### src/rtl/chip8_keypad.sv
// rtl/chip8_keypad.sv - PS/2 scancode to CHIP-8 16-key matrix tracker with FX0A-style key-wait FSM
module chip8_keypad #(
    parameter bit WAIT_ON_RELEASE = 1'b1
) (
    input  logic        clk,
    input  logic        res_n,
    input  logic [10:0] ps2_key,
    input  logic        clear,
    output logic [15:0] key_matrix,
    input  logic        wait_req,
    output logic        wait_done,
    output logic [3:0]  wait_key
);

    typedef enum logic [2:0] {
        ST_IDLE,
        ST_ARMED,
        ST_HELD,
        ST_DONE,
        ST_ACK
    } state_t;

    logic [10:0] ps2_q;
    logic        tog_q;
    logic        tog_d;
    logic        primed_q;
    logic [15:0] km_q;
    logic [15:0] km_d;
    state_t      state_q;
    state_t      state_d;
    logic [3:0]  wait_key_q;
    logic [3:0]  wait_key_d;
    logic        done_q;
    logic        done_d;

    logic        evt;
    logic        map_hit;
    logic [3:0]  map_key;
    logic        key_evt;
    logic        fresh_press;
    logic        key_release;

    // PS/2 set-2 scancodes for the classic 4x4 layout starting at the "1" key
    always_comb begin
        map_hit = 1'b1;
        map_key = 4'h0;
        unique case (ps2_q[7:0])
            8'h16:   map_key = 4'h1;
            8'h1E:   map_key = 4'h2;
            8'h26:   map_key = 4'h3;
            8'h25:   map_key = 4'hC;
            8'h15:   map_key = 4'h4;
            8'h1D:   map_key = 4'h5;
            8'h24:   map_key = 4'h6;
            8'h2D:   map_key = 4'hD;
            8'h1C:   map_key = 4'h7;
            8'h1B:   map_key = 4'h8;
            8'h23:   map_key = 4'h9;
            8'h2B:   map_key = 4'hE;
            8'h1A:   map_key = 4'hA;
            8'h22:   map_key = 4'h0;
            8'h21:   map_key = 4'hB;
            8'h2A:   map_key = 4'hF;
            default: map_hit = 1'b0;
        endcase
    end

    assign evt         = primed_q && (ps2_q[10] != tog_q);
    assign key_evt     = evt && !ps2_q[8] && map_hit && !clear;
    assign fresh_press = key_evt && ps2_q[9] && !km_q[map_key];
    assign key_release = key_evt && !ps2_q[9];

    // Until primed, take bit 10 straight from the input so stage 1 and the history agree
    assign tog_d = primed_q ? ps2_q[10] : ps2_key[10];

    always_comb begin
        km_d = km_q;
        if (clear) begin
            km_d = 16'h0000;
        end else if (key_evt) begin
            km_d[map_key] = ps2_q[9];
        end
    end

    always_comb begin
        state_d    = state_q;
        wait_key_d = wait_key_q;
        unique case (state_q)
            ST_IDLE: begin
                if (wait_req) state_d = ST_ARMED;
            end
            ST_ARMED: begin
                if (!wait_req) begin
                    state_d = ST_IDLE;
                end else if (fresh_press) begin
                    wait_key_d = map_key;
                    state_d    = WAIT_ON_RELEASE ? ST_HELD : ST_DONE;
                end
            end
            ST_HELD: begin
                if (!wait_req) begin
                    state_d = ST_IDLE;
                end else if (key_release && (map_key == wait_key_q)) begin
                    state_d = ST_DONE;
                end
            end
            ST_DONE: state_d = ST_ACK;
            ST_ACK: begin
                if (!wait_req) state_d = ST_IDLE;
            end
            default: state_d = ST_IDLE;
        endcase
        if (clear) state_d = ST_IDLE;
    end

    assign done_d = (state_q == ST_DONE);

    always_ff @(posedge clk or negedge res_n) begin
        if (!res_n) begin
            ps2_q      <= 11'd0;
            tog_q      <= 1'b0;
            primed_q   <= 1'b0;
            km_q       <= 16'h0000;
            state_q    <= ST_IDLE;
            wait_key_q <= 4'h0;
            done_q     <= 1'b0;
        end else begin
            ps2_q      <= ps2_key;
            tog_q      <= tog_d;
            primed_q   <= 1'b1;
            km_q       <= km_d;
            state_q    <= state_d;
            wait_key_q <= wait_key_d;
            done_q     <= done_d;
        end
    end

    assign key_matrix = km_q;
    assign wait_done  = done_q;
    assign wait_key   = wait_key_q;

endmodule
### config.mk
export PLATFORM = sky130hd
export DESIGN_NAME = chip8_keypad
export DESIGN_NICKNAME = d
export VERILOG_FILES = /design/src/rtl/chip8_keypad.sv
export SDC_FILE = /design/constraint.sdc
export NUM_CORES = 1
export LEC_CHECK = 0
export ABC_CLOCK_PERIOD_IN_PS = 3740
export CAP_MARGIN = 20
export CORE_AREA = 2 2 84 86
export DETAILED_ROUTE_END_ITERATION = 8
export DIE_AREA = 0 0 86 88
export GPL_TIMING_DRIVEN = 0
export PLACE_DENSITY = 0.66
export SKIP_LAST_GASP = 1
export SLEW_MARGIN = 10
export SYNTH_ARGS = -nofsm -noshare
export SYNTH_HDL_FRONTEND = slang
export SYNTH_SLANG_ARGS = --single-unit
### constraint.sdc
create_clock -name clk -period 3.74 [get_ports clk]
set_input_delay 0.374 -clock clk [delete_from_list [all_inputs] [get_ports clk]]
set_output_delay 0.374 -clock clk [all_outputs]
set_load 0.01 [all_outputs]
==> impl_metrics.env <==
export IMPL_r2r_end="wait_key[0]"
export IMPL_grt_overflow_total=0
export IMPL_startpoint_type="register"
export IMPL_drv_cap=0
export IMPL_ant_nets=0
export IMPL_die_area_um2=7568
export IMPL_drt_initial_drc_count=175
export IMPL_use_met2_pct=28.12
export IMPL_status="complete, no violations"
export IMPL_finalInstanceArea_um2=2816
export IMPL_core_area_um2=6644
export IMPL_ys_async_sr_fraction_pct=100.0
export IMPL_setup_violations=0
export IMPL_root_buffer="clkbuf_8"
export IMPL_clock_sinks=37
export IMPL_fill_cells=653
export IMPL_nets=306
export IMPL_cts_resized=0
export IMPL_syn_avg_cell_area_um2=9.128
export IMPL_busiest_layer="met2"
export IMPL_worst_r2r_setup_slack_ns=0.28
export IMPL_numPortBuffers=35
export IMPL_htree_levels=2
export IMPL_synth_seq_cells=37
export IMPL_use_met1_pct=21.59
export IMPL_layout_common_cells="dfrtp_1 (37), clkdlybuf4s50_1 (34), nand2_1 (27), nor2_1 (24), a21oi_1 (19)"
export IMPL_finalClockSkew_ns=0.007453
export IMPL_critPathLaunch="ps2_q[5]"
export IMPL_syn_area_um2=2255
export IMPL_crit_end="wait_key[0]"
export IMPL_ys_types=58
export IMPL_dr_pass1_iters=4
export IMPL_viasPerCell=5.747
export IMPL_initial_utilization_pct=33.94
export IMPL_fin_setup_tns_ns=0
export IMPL_worst_slew_pin_slew_ns=1.151
export IMPL_hp_class="in -> async"
export IMPL_worstPathArrival_ns=3.64
export IMPL_die_w_um=86
export IMPL_relSlewSlack_pct=22.18
export IMPL_avgRoutedWirePerCell_um=16.02
export IMPL_setup_worst_path_end_class="register"
export IMPL_cp_slowest_stage_delay_ns=1.01
export IMPL_crit_fanout=8
export IMPL_cts_clk_slew_worst_paths_ns=0.07
export IMPL_fmax_mhz=289.2
export IMPL_drv_slew=0
export IMPL_post_route_util_pct=42.39
export IMPL_route_detailed_drc=0
export IMPL_ios=36
export IMPL_netlist_instances=247
export IMPL_r2r_start="ps2_q[5]"
export IMPL_grt_met3_usage_pct=2.262
export IMPL_grt_pass1_vias=2026
export IMPL_wirelength_mm=5.943
export IMPL_netlist_top_cells_area="dfrtp_1 (41%), nand2_1 (4.5%), a21oi_1 (4.2%), o21ai_0 (4.0%), nor2_1 (4.0%)"
export IMPL_synth_ff_type="dfrtp_1"
export IMPL_ff_latch_area_um2=925.9
export IMPL_worstSetupPathType="reg -> reg"
export IMPL_rsz0062_at_grt="no"
export IMPL_crit_chain="nor4b_1 > nand3_1 > nand3_2 > mux2i_1 > o311ai_1 > nor4_4 > mux2_2"
export IMPL_required_ns=3.92
export IMPL_worstSkewPairLatency_ns=0.29
export IMPL_antenna_cells=0
export IMPL_critPathSlowestCell="nor4b_1"
export IMPL_yosys_warnings=0
export IMPL_hold_viol=0
export IMPL_synth_top_cell_area_share_pct=41.07
export IMPL_grt_first_pass_wirelength_mm=10.04
export IMPL_seq_area_frac_synth_pct=41.07
export IMPL_fin_crit_sh_pct=92.46
export IMPL_dp_hpwl_mm=4.445
export IMPL_vias=2132
export IMPL_p_per_area_nw_per_um2=282.0
export IMPL_post_dp_cell_area_um2=2720
export IMPL_r2r_cells=7
export IMPL_syn_nets=262
export IMPL_yosysTopAreaCell="dfrtp_1"
export IMPL_cts_buffers_inserted=5
export IMPL_drive_above_1_share_pct=7.216
export IMPL_finalCriticalPeriod_ns=3.458
export IMPL_antenna_found_initial=0
export IMPL_multi_input_area_um2=1252
export IMPL_synth_edf_count=0
export IMPL_rows=30
export IMPL_grt_max_degree=25
export IMPL_final_cells=371
export IMPL_max_clock_path_buffers=2
export IMPL_die_height_um=88
export IMPL_peakVddDrop_v=0.0001301
export IMPL_cts_tree="built"
export IMPL_grt_total_usage_pct=16.56
export IMPL_layout_area_overhead_vs_synth_pct=24.92
export IMPL_power_leakage_uw=0.001076
export IMPL_dp_cells=363
export IMPL_gp_congestion=0.9764
export IMPL_mostFrequentLayoutCell="dfrtp_1"
through the flow:
step           total power, µW  hold WS (ns)  setup slack (ns)
5_1_grt                  824.8        0.5120            0.1449
6_report                 794.3        0.5163            0.2821
4_1_cts                  798.8        0.5166            0.3716
3_5_place_dp             517.8        0.2948            0.3879
2_1_floorplan            475.5       0.07841             1.010
3_3_place_gp             514.5        0.5143            0.4123
worst max-delay path, delay by kind of cell, from the launching register on:
kind            cells  cell delay [ns]
mux                 2             0.68
simple gates        4             2.00
flops               1             0.45
compound gates      1             0.23
state kept, by name (all words and copies together), names as in the netlist:
name / flops
ps2_q: 11
wait_done: 1
key_matrix: 16
tog_q: 1
primed_q: 1
state_q: 3
wait_key: 4
report_power, final:
part,total (µW),switching (µW),leakage [µW],internal [µW]
registers,417,8.60,0.000480,409
logic,94.0,56.0,0.000551,38.0
clock network,283,137,0.0000443,146
routing by layer:
metal | wire length [µm] | vias to the layer above
li1 | - | 1013
met1 | 2620 | 1031
met2 | 2931 | 77
met3 | 290 | 11
met4 | 100 | 0
met5 | 0 | -
worst min-delay path by stage:
stage	endpoint	slack [ns]	cells past startpoint	startpoint
after detailed placement	ps2_q[10]	0.29	1	res_n
after global routing	ps2_q[5]	0.51	1	ps2_key[5]
after floorplan	key_matrix[0]	0.08	0	res_n
final	tog_q	0.52	2	res_n
after CTS	ps2_q[10]	0.52	2	res_n
after global placement	tog_q	0.51	1	ps2_q[10]
cell families after synthesis:
logic type / count (synthesis) / share of synthesized area [%]
flip-flops: 37 / 41.07
AO/OA/AOI/OAI: 77 / 24.14
XOR/XNOR: 5 / 1.942
buffers and inverters: 20 / 3.385
AND/OR/NAND/NOR: 96 / 24.14
multiplexers: 10 / 4.717
adder cells (fa/ha/maj): 1 / 0.4440
other: 1 / 0.1663
synthesized netlist by cell type, drive strengths merged, types with 2 or more instances:
| cell type | instances |
|---|---|
| o311ai | 3 |
| nand3 | 5 |
| nor2 | 24 |
| nand3b | 2 |
| or4 | 2 |
| or4b | 3 |
| nand2 | 27 |
| buf | 3 |
| nor2b | 3 |
| o31ai | 3 |
| nor3b | 5 |
| nor4b | 2 |
| a221oi | 2 |
| clkbuf | 13 |
| a21oi | 19 |
| xnor2 | 4 |
| and3 | 2 |
| o2111a | 2 |
| a22oi | 3 |
| a211oi | 4 |
| o21ai | 21 |
| mux2i | 5 |
| mux2 | 5 |
| and3b | 3 |
| dfrtp | 37 |
| o2111ai | 5 |
| nand2b | 7 |
| inv | 4 |
| o32ai | 3 |
| nand4 | 6 |
final cells by class:
cell class	instances	area share [%]
Tap cell	80	3.554
Sequential cell	37	32.87
Multi-Input combinational cell	190	44.47
Timing Repair Buffer	37	13.33
Buffer	16	2.177
Clock buffer	7	3.065
Inverter	4	0.5331
timing repair:
action,CTS,global route
endpoints found under the hold margin,13,0
setup buffers,0,0
hold buffers,1,0
(Power assumes the default switching activity.)
